--- src/rtl/rv_pkg.sv ---
// Shared RISC-V front-end types: data widths, the default reset PC and the
// fetch buffer entry that pairs an instruction word with its address.
package rv_pkg;

  localparam int XLEN = 32;
  localparam int ILEN = 32;

  localparam logic [XLEN-1:0] RESET_PC_DEFAULT = 32'h0000_0000;

  typedef struct packed {
    logic [XLEN-1:0] pc;
    logic [ILEN-1:0] instr;
  } fetch_entry_t;

  // Instruction fetches are word-granular, so the low two address bits are cleared.
  function automatic logic [XLEN-1:0] alignWord(input logic [XLEN-1:0] addr);
    return {addr[XLEN-1:2], 2'b00};
  endfunction

endpackage

--- src/rtl/instr_fetch_unit_if.sv ---
// Bus bundle between the fetch unit, instruction memory and decode.
// The master modport is the fetch unit's view; the slave modport is the environment's view.
interface instr_fetch_unit_if;
  import rv_pkg::*;

  logic            i_redirect;
  logic [XLEN-1:0] i_redirect_pc;
  logic            o_imem_req_vld;
  logic [XLEN-1:0] o_imem_req_addr;
  logic            i_imem_req_rdy;
  logic            i_imem_rsp_vld;
  logic [ILEN-1:0] i_imem_rsp_data;
  logic            o_instr_vld;
  logic [ILEN-1:0] o_instr;
  logic [XLEN-1:0] o_pc;
  logic            i_instr_rdy;

  modport master (
    input  i_redirect, i_redirect_pc, i_imem_req_rdy, i_imem_rsp_vld,
           i_imem_rsp_data, i_instr_rdy,
    output o_imem_req_vld, o_imem_req_addr, o_instr_vld, o_instr, o_pc
  );

  modport slave (
    output i_redirect, i_redirect_pc, i_imem_req_rdy, i_imem_rsp_vld,
           i_imem_rsp_data, i_instr_rdy,
    input  o_imem_req_vld, o_imem_req_addr, o_instr_vld, o_instr, o_pc
  );

endinterface

--- src/rtl/fetch_fifo.sv ---
// Synchronous instruction buffer of fetch entries with push, pop and flush.
// The head entry is read straight out of the storage registers.
module fetch_fifo
  import rv_pkg::*;
#(
  parameter int DEPTH = 2,
  localparam int CntW = $clog2(DEPTH) + 1
) (
  input  logic            clk_i,
  input  logic            rst_i,
  input  logic            push_i,
  input  fetch_entry_t    data_i,
  input  logic            pop_i,
  input  logic            flush_i,
  output logic            full_o,
  output logic            empty_o,
  output fetch_entry_t    head_o,
  output logic [CntW-1:0] count_o
);

  localparam int PtrW = $clog2(DEPTH);

  fetch_entry_t    mem_q [DEPTH];
  logic [PtrW-1:0] wrPtr_q, wrPtr_d, rdPtr_q, rdPtr_d;
  logic [CntW-1:0] count_q, count_d;
  logic            doPush, doPop;

  assign empty_o = (count_q == '0);
  assign full_o  = (count_q == CntW'(DEPTH));
  assign doPop   = pop_i && !empty_o;
  // A full buffer still accepts a push when the head leaves in the same cycle.
  assign doPush  = push_i && (!full_o || doPop);
  assign head_o  = mem_q[rdPtr_q];
  assign count_o = count_q;

  always_comb begin
    wrPtr_d = wrPtr_q;
    rdPtr_d = rdPtr_q;
    count_d = count_q;
    if (flush_i) begin
      wrPtr_d = '0;
      rdPtr_d = '0;
      count_d = '0;
    end else begin
      if (doPush) wrPtr_d = wrPtr_q + PtrW'(1);
      if (doPop)  rdPtr_d = rdPtr_q + PtrW'(1);
      count_d = count_q + CntW'(doPush) - CntW'(doPop);
    end
  end

  always_ff @(posedge clk_i or posedge rst_i) begin
    if (rst_i) begin
      wrPtr_q <= '0;
      rdPtr_q <= '0;
      count_q <= '0;
    end else begin
      wrPtr_q <= wrPtr_d;
      rdPtr_q <= rdPtr_d;
      count_q <= count_d;
    end
  end

  always_ff @(posedge clk_i or posedge rst_i) begin
    if (rst_i) begin
      for (int i = 0; i < DEPTH; i++) mem_q[i] <= '0;
    end else if (doPush && !flush_i) begin
      mem_q[wrPtr_q] <= data_i;
    end
  end

endmodule

--- src/rtl/instr_fetch_unit.sv ---
// Instruction fetch front end: issues word fetches, buffers in-order responses
// for decode, and discards responses that were already in flight when a redirect hit.
module instr_fetch_unit
  import rv_pkg::*;
#(
  parameter logic [XLEN-1:0] RESET_PC   = RESET_PC_DEFAULT,
  parameter int              FIFO_DEPTH = 2
) (
  input logic                i_clk,
  input logic                i_rst,
  instr_fetch_unit_if.master bus
);

  localparam int CntW = $clog2(FIFO_DEPTH) + 1;

  logic [XLEN-1:0] fetchPc_q, fetchPc_d, rspPc_q, rspPc_d;
  logic [CntW-1:0] outstanding_q, outstanding_d, drop_q, drop_d;
  logic [CntW-1:0] occupancy;
  logic            reqVld, reqHs, rspPush, popHs, fifoFull, fifoEmpty;
  fetch_entry_t    pushEntry, headEntry;

  // Every outstanding request has a reserved buffer slot, so responses never need backpressure.
  assign reqVld = !i_rst && !bus.i_redirect && !fifoFull &&
                  (({1'b0, occupancy} + {1'b0, outstanding_q}) < (CntW+1)'(FIFO_DEPTH));
  assign reqHs     = reqVld && bus.i_imem_req_rdy;
  assign rspPush   = bus.i_imem_rsp_vld && !bus.i_redirect && (drop_q == '0);
  assign popHs     = !fifoEmpty && bus.i_instr_rdy;
  assign pushEntry = '{pc: rspPc_q, instr: bus.i_imem_rsp_data};

  assign bus.o_imem_req_vld  = reqVld;
  assign bus.o_imem_req_addr = fetchPc_q;
  assign bus.o_instr_vld     = !fifoEmpty;
  assign bus.o_instr         = headEntry.instr;
  assign bus.o_pc            = headEntry.pc;

  always_comb begin
    fetchPc_d     = fetchPc_q;
    rspPc_d       = rspPc_q;
    drop_d        = drop_q;
    outstanding_d = outstanding_q + CntW'(reqHs) - CntW'(bus.i_imem_rsp_vld);
    if (bus.i_redirect) begin
      fetchPc_d = alignWord(bus.i_redirect_pc);
      rspPc_d   = alignWord(bus.i_redirect_pc);
      drop_d    = outstanding_q - CntW'(bus.i_imem_rsp_vld);
    end else begin
      if (reqHs)   fetchPc_d = fetchPc_q + XLEN'(4);
      if (rspPush) rspPc_d   = rspPc_q + XLEN'(4);
      if (bus.i_imem_rsp_vld && (drop_q != '0)) drop_d = drop_q - CntW'(1);
    end
  end

  always_ff @(posedge i_clk or posedge i_rst) begin
    if (i_rst) begin
      fetchPc_q     <= RESET_PC;
      rspPc_q       <= RESET_PC;
      outstanding_q <= '0;
      drop_q        <= '0;
    end else begin
      fetchPc_q     <= fetchPc_d;
      rspPc_q       <= rspPc_d;
      outstanding_q <= outstanding_d;
      drop_q        <= drop_d;
    end
  end

  fetch_fifo #(
    .DEPTH(FIFO_DEPTH)
  ) u_fifo (
    .clk_i  (i_clk),
    .rst_i  (i_rst),
    .push_i (rspPush),
    .data_i (pushEntry),
    .pop_i  (popHs),
    .flush_i(bus.i_redirect),
    .full_o (fifoFull),
    .empty_o(fifoEmpty),
    .head_o (headEntry),
    .count_o(occupancy)
  );

endmodule

--- src/flat_wrapper.sv ---
// flat-port wrapper written by rule: the top's interface ports become plain ports
module instr_fetch_unit_flat import rv_pkg::*;
#(
  parameter logic [XLEN-1:0] RESET_PC   = RESET_PC_DEFAULT,
  parameter int              FIFO_DEPTH = 2
)
  (i_clk, i_rst, bus_i_redirect, bus_i_redirect_pc, bus_i_imem_req_rdy, bus_i_imem_rsp_vld, bus_i_imem_rsp_data, bus_i_instr_rdy, bus_o_imem_req_vld, bus_o_imem_req_addr, bus_o_instr_vld, bus_o_instr, bus_o_pc);
  instr_fetch_unit_if bus_i ();
  input logic i_clk;
  input logic i_rst;
  input wire logic [$bits(bus_i.i_redirect)-1:0] bus_i_redirect;
  input wire logic [$bits(bus_i.i_redirect_pc)-1:0] bus_i_redirect_pc;
  input wire logic [$bits(bus_i.i_imem_req_rdy)-1:0] bus_i_imem_req_rdy;
  input wire logic [$bits(bus_i.i_imem_rsp_vld)-1:0] bus_i_imem_rsp_vld;
  input wire logic [$bits(bus_i.i_imem_rsp_data)-1:0] bus_i_imem_rsp_data;
  input wire logic [$bits(bus_i.i_instr_rdy)-1:0] bus_i_instr_rdy;
  output wire logic [$bits(bus_i.o_imem_req_vld)-1:0] bus_o_imem_req_vld;
  output wire logic [$bits(bus_i.o_imem_req_addr)-1:0] bus_o_imem_req_addr;
  output wire logic [$bits(bus_i.o_instr_vld)-1:0] bus_o_instr_vld;
  output wire logic [$bits(bus_i.o_instr)-1:0] bus_o_instr;
  output wire logic [$bits(bus_i.o_pc)-1:0] bus_o_pc;
  assign bus_i.i_redirect = bus_i_redirect;
  assign bus_i.i_redirect_pc = bus_i_redirect_pc;
  assign bus_i.i_imem_req_rdy = bus_i_imem_req_rdy;
  assign bus_i.i_imem_rsp_vld = bus_i_imem_rsp_vld;
  assign bus_i.i_imem_rsp_data = bus_i_imem_rsp_data;
  assign bus_i.i_instr_rdy = bus_i_instr_rdy;
  assign bus_o_imem_req_vld = bus_i.o_imem_req_vld;
  assign bus_o_imem_req_addr = bus_i.o_imem_req_addr;
  assign bus_o_instr_vld = bus_i.o_instr_vld;
  assign bus_o_instr = bus_i.o_instr;
  assign bus_o_pc = bus_i.o_pc;
  instr_fetch_unit #(.RESET_PC(RESET_PC), .FIFO_DEPTH(FIFO_DEPTH)) u_core (.i_clk(i_clk), .i_rst(i_rst), .bus(bus_i));
endmodule
--- config.mk ---
export PLATFORM = sky130hd
export DESIGN_NAME = instr_fetch_unit_flat
export DESIGN_NICKNAME = d
export VERILOG_FILES = /design/src/rtl/rv_pkg.sv /design/src/rtl/instr_fetch_unit_if.sv /design/src/rtl/fetch_fifo.sv /design/src/rtl/instr_fetch_unit.sv /design/src/flat_wrapper.sv
export SDC_FILE = /design/constraint.sdc
export NUM_CORES = 1
export LEC_CHECK = 0
export CAP_MARGIN = 20
export CORE_MARGIN = 8
export CORE_UTILIZATION = 35
export CTS_BUF_LIST = sky130_fd_sc_hd__clkbuf_2
export CTS_CLUSTER_DIAMETER = 200
export CTS_CLUSTER_SIZE = 25
export DETAILED_ROUTE_END_ITERATION = 12
export GPL_TIMING_DRIVEN = 0
export SLEW_MARGIN = 40
export SYNTH_ARGS = -nofsm -noshare
export SYNTH_HDL_FRONTEND = slang
export SYNTH_SLANG_ARGS = --single-unit
export TNS_END_PERCENT = 50
--- constraint.sdc ---
create_clock -name i_clk -period 16.3 [get_ports i_clk]
set_input_delay 3.26 -clock i_clk [delete_from_list [all_inputs] [get_ports i_clk]]
set_output_delay 3.26 -clock i_clk [all_outputs]
set_load 0.01 [all_outputs]
==> impl_metrics.env, run 1 <==
export IMPL_drtIter0Drc=404
export IMPL_clkTransAtPathRegs_ns=0.28
export IMPL_period_minus_slack_ns=8.26
export IMPL_worstHoldStart="u_core.u_fifo.mem_q[126]$_DFFE_PP0P_"
export IMPL_rsz0062_at_grt="no"
export IMPL_r2r_slack_ns=13.06
export IMPL_static_leakage_power_nw=5.00
export IMPL_gp_congestion=0.855
export IMPL_cts_buffer_depth=2
export IMPL_min_path_cells=1
export IMPL_ys_types=60
export IMPL_worst_r2r_path_depth=9
export IMPL_reg2reg_to="u_core.bus.o_imem_req_addr[31]$_DFFE_PP0P_"
export IMPL_crit_fanout=5
export IMPL_worst_setup_path_end_kind="output pin"
export IMPL_grt_pass1_wl_um=39400
export IMPL_p_int_mw=1.12
export IMPL_drc=0
export IMPL_htree_levels=4
export IMPL_finalSetupTns_ns=0
export IMPL_cts_resized=0
export IMPL_hold_violations=0
export IMPL_vias=6717
export IMPL_ios=168
export IMPL_insertion_delay_ns=0.79
export IMPL_fillers=2511
export IMPL_globalRouteTotalUtil_pct=16.0
export IMPL_finalClockSkew_ns=0.0519
export IMPL_initial_utilization_pct=35.7
export IMPL_worst_pin_slew_ns=0.764
export IMPL_power_per_cell_area_nw_per_um2=145
export IMPL_irDropWorstVdd_mv=0.0466
export IMPL_grt_overflow=0
export IMPL_worstHoldPathType="flop to flop"
export IMPL_nets=1032
export IMPL_multiInputGateArea_um2=4270
export IMPL_crit_path_end="bus_o_imem_req_vld"
export IMPL_finalMaxSlewViolations=0
export IMPL_antenna_found_initial=2
export IMPL_synthTopCellsByArea="dfrtp_1 (52%), mux2_2 (24%), xnor2_1 (2.3%), nand2_1 (2.1%), nand4_1 (1.7%)"
export IMPL_seqCellArea_um2=4800
export IMPL_drive_above_1_share_pct=26.8
export IMPL_final_setup_worst_slack_ns=8.04
export IMPL_die_area_um2=32100
export IMPL_clkPwrFrac_pct=14.3
export IMPL_fin_area_um2=11700
export IMPL_place_area_um2=11400
export IMPL_synth_seq_cells=192
export IMPL_startpoint="bus_i_redirect"
export IMPL_yosys_area_top_type="dfrtp_1"
export IMPL_setup_viol=0
export IMPL_rows=59
export IMPL_area_growth_pct=25.5
export IMPL_post_route_period_util_pct=50.7
export IMPL_worst_ep_required_time_ns=13.04
export IMPL_synth_ff_type="dfrtp_1"
export IMPL_dp_slack_ns=8.07
export IMPL_cts_tree="done"
export IMPL_cts_root_buffer_cell="clkbuf_2"
export IMPL_clock_sinks=192
export IMPL_p_sw_share_pct=33.8
export IMPL_synth_edff_count=0
export IMPL_post_drt_wl_per_cell_um=19.4
export IMPL_syn_inst=769
export IMPL_drt_antenna_violating_nets=0
export IMPL_yosys_cell_count_top_type="mux2_2"
export IMPL_synthTopCellsByCount="mux2_2 (195), dfrtp_1 (192), nand2_1 (53)"
export IMPL_p_switching_mw=0.574
export IMPL_arrival_ns=5.00
export IMPL_comb_power_share_pct=42.7
export IMPL_critPathKind="primary input to output pin"
export IMPL_place_hpwl_um=18400
export IMPL_outcome="finished clean"
export IMPL_numCtsBuffers=17
export IMPL_ys_seq_area_share_pct=51.6
export IMPL_wirelength_um=25200
export IMPL_grt_pass1_vias=6856
export IMPL_max_slew_margin_pct=49.1
export IMPL_grt_max_degree=69
export IMPL_fmax_ghz=0.121
export IMPL_chipWidth_um=179
export IMPL_die_height_um=179
export IMPL_r2r_start="u_core.u_fifo.count_o[0]$_DFF_PP0_"
export IMPL_syn_cell_area_um2=9320
export IMPL_final_util_pct=44.7
export IMPL_syn_avg_cell_area_um2=12.1
export IMPL_vias_per_cell=5.16
export IMPL_start_kind="primary input"
export IMPL_cts_hold_buf=0
export IMPL_first_pass_iters=5
export IMPL_async_flop_share_pct=100
export IMPL_yosys_warnings=0
export IMPL_power_total_mw=1.70
export IMPL_max_cap_viol_count=0
export IMPL_port_buffers=161
export IMPL_synth_top_area_share_pct=51.6
export IMPL_design_core_area_um2=26100
export IMPL_post_cts_buffers=0
export IMPL_pwr_share_seq_pct=43.0
[registers in the layout (all words and copies together), names as in the netlist]
signal and count:
u_core.bus.o_imem_req_addr 30, u_core.drop_q 2, u_core.outstanding_q 2, u_core.rspPc_q 30
u_core.u_fifo.count_o 2, u_core.u_fifo.mem_q 124, u_core.u_fifo.rdPtr_q 1, u_core.u_fifo.wrPtr_q 1
[cells by family after synthesis]
family,count (synthesis),share of synthesized area [%]
xor gates and xnor gates,41,3.85
and+or+nand+nor,189,10.9
buffers and inverters,62,2.95
muxes,202,24.4
DFF,192,51.6
AOI/OAI and AO/OA,74,5.16
adders and majority gates,8,1.15
other,1,0.0403
[placed cells by master, fill, tap and decap left out, types with 6 or more instances in the layout]
master	count
inv_1	15
clkbuf_1	24
dfrtp_1	192
xor2_1	17
ha_1	7
buf_2	9
buf_4	6
nor2_1	24
clkbuf_2	18
mux2_2	195
nor4_1	8
clkdlybuf4s50_1	161
nand4_1	25
nand2_1	53
nor3_1	9
o21ai_0	30
a31oi_1	6
and2_1	8
a21oi_1	8
xnor2_1	24
o311ai_0	8
nand3_1	27
[power by group through the flow]
stage                     logic, mW  clock network [mW]  registers [mW]
after floorplan               0.410                   0           0.717
after global placement        0.727                   0           0.736
after detailed placement      0.736                   0           0.741
after CTS                     0.740               0.254           0.730
after global routing          0.785               0.270           0.753
final                         0.725               0.242           0.730
[routing by layer]
metal	global-route usage [%]	part of all wire, %	vias to the layer above	routed length, um
li1	-	-	3135	-
met2	24.3	44	204	11100
met5	0	0.052	-	13
met4	3.51	1.0	2	257
met3	5.05	7.5	21	1900
met1	22.1	47	3355	11900
[critical path: stages]
cell             delay [ns]
clkdlybuf4s50_1        0.59
nor4_1                 0.38
and2_1                 0.18
clkdlybuf4s50_1        0.59
[cell type report]
cell class	instances	area share [%]
plain buffers	44	1.78
multi-input cells	518	36.5
diodes	1	0.0214
repair buffers	163	14.3
inverters	18	0.642
clock inverters	15	1.40
flip-flops and latches	192	41.1
clock buffers	17	0.728
well taps	335	3.59
[worst min-delay path by stage]
| stage | end | slack [ns] |
|---|---|---|
| 3_3_place_gp | u_core.u_fifo.mem_q[64]$_DFFE_PP0P_ | 0.47 |
| 2_1_floorplan | u_core.u_fifo.mem_q[124]$_DFFE_PP0P_ | 0.45 |
| 5_1_grt | u_core.u_fifo.mem_q[71]$_DFFE_PP0P_ | 0.56 |
| 3_5_place_dp | u_core.u_fifo.mem_q[126]$_DFFE_PP0P_ | 0.48 |
| 6_report | u_core.u_fifo.mem_q[126]$_DFFE_PP0P_ | 0.52 |
| 4_1_cts | u_core.u_fifo.mem_q[64]$_DFFE_PP0P_ | 0.53 |
[through the flow]
step / cells / hold WS (ns)
final: 1303 / 0.524
after global routing: 1303 / 0.556
after CTS: 1302 / 0.533
after detailed placement: 1270 / 0.476
after global placement: 1268 / 0.467
after floorplan: 772 / 0.454
No activity file was read; power rests on OpenSTA's default activity.
==> inputs of run 2 (changes only) <==
clock period = 8.6 ns   (was 16.3 ns; I/O delays follow)
==> results of run 2 <==
The final DEF is identical to that of run 1. Status: finished clean.
Main changes from that run: setup slack after placement 8.07 ns -> 3.45 ns; setup slack after layout 8.04 ns -> 3.42 ns; register-to-register setup slack 13.06 ns -> 5.36 ns; total power 1.70 mW -> 3.22 mW; worst IR drop on VDD 0.0466 mV -> 0.0883 mV
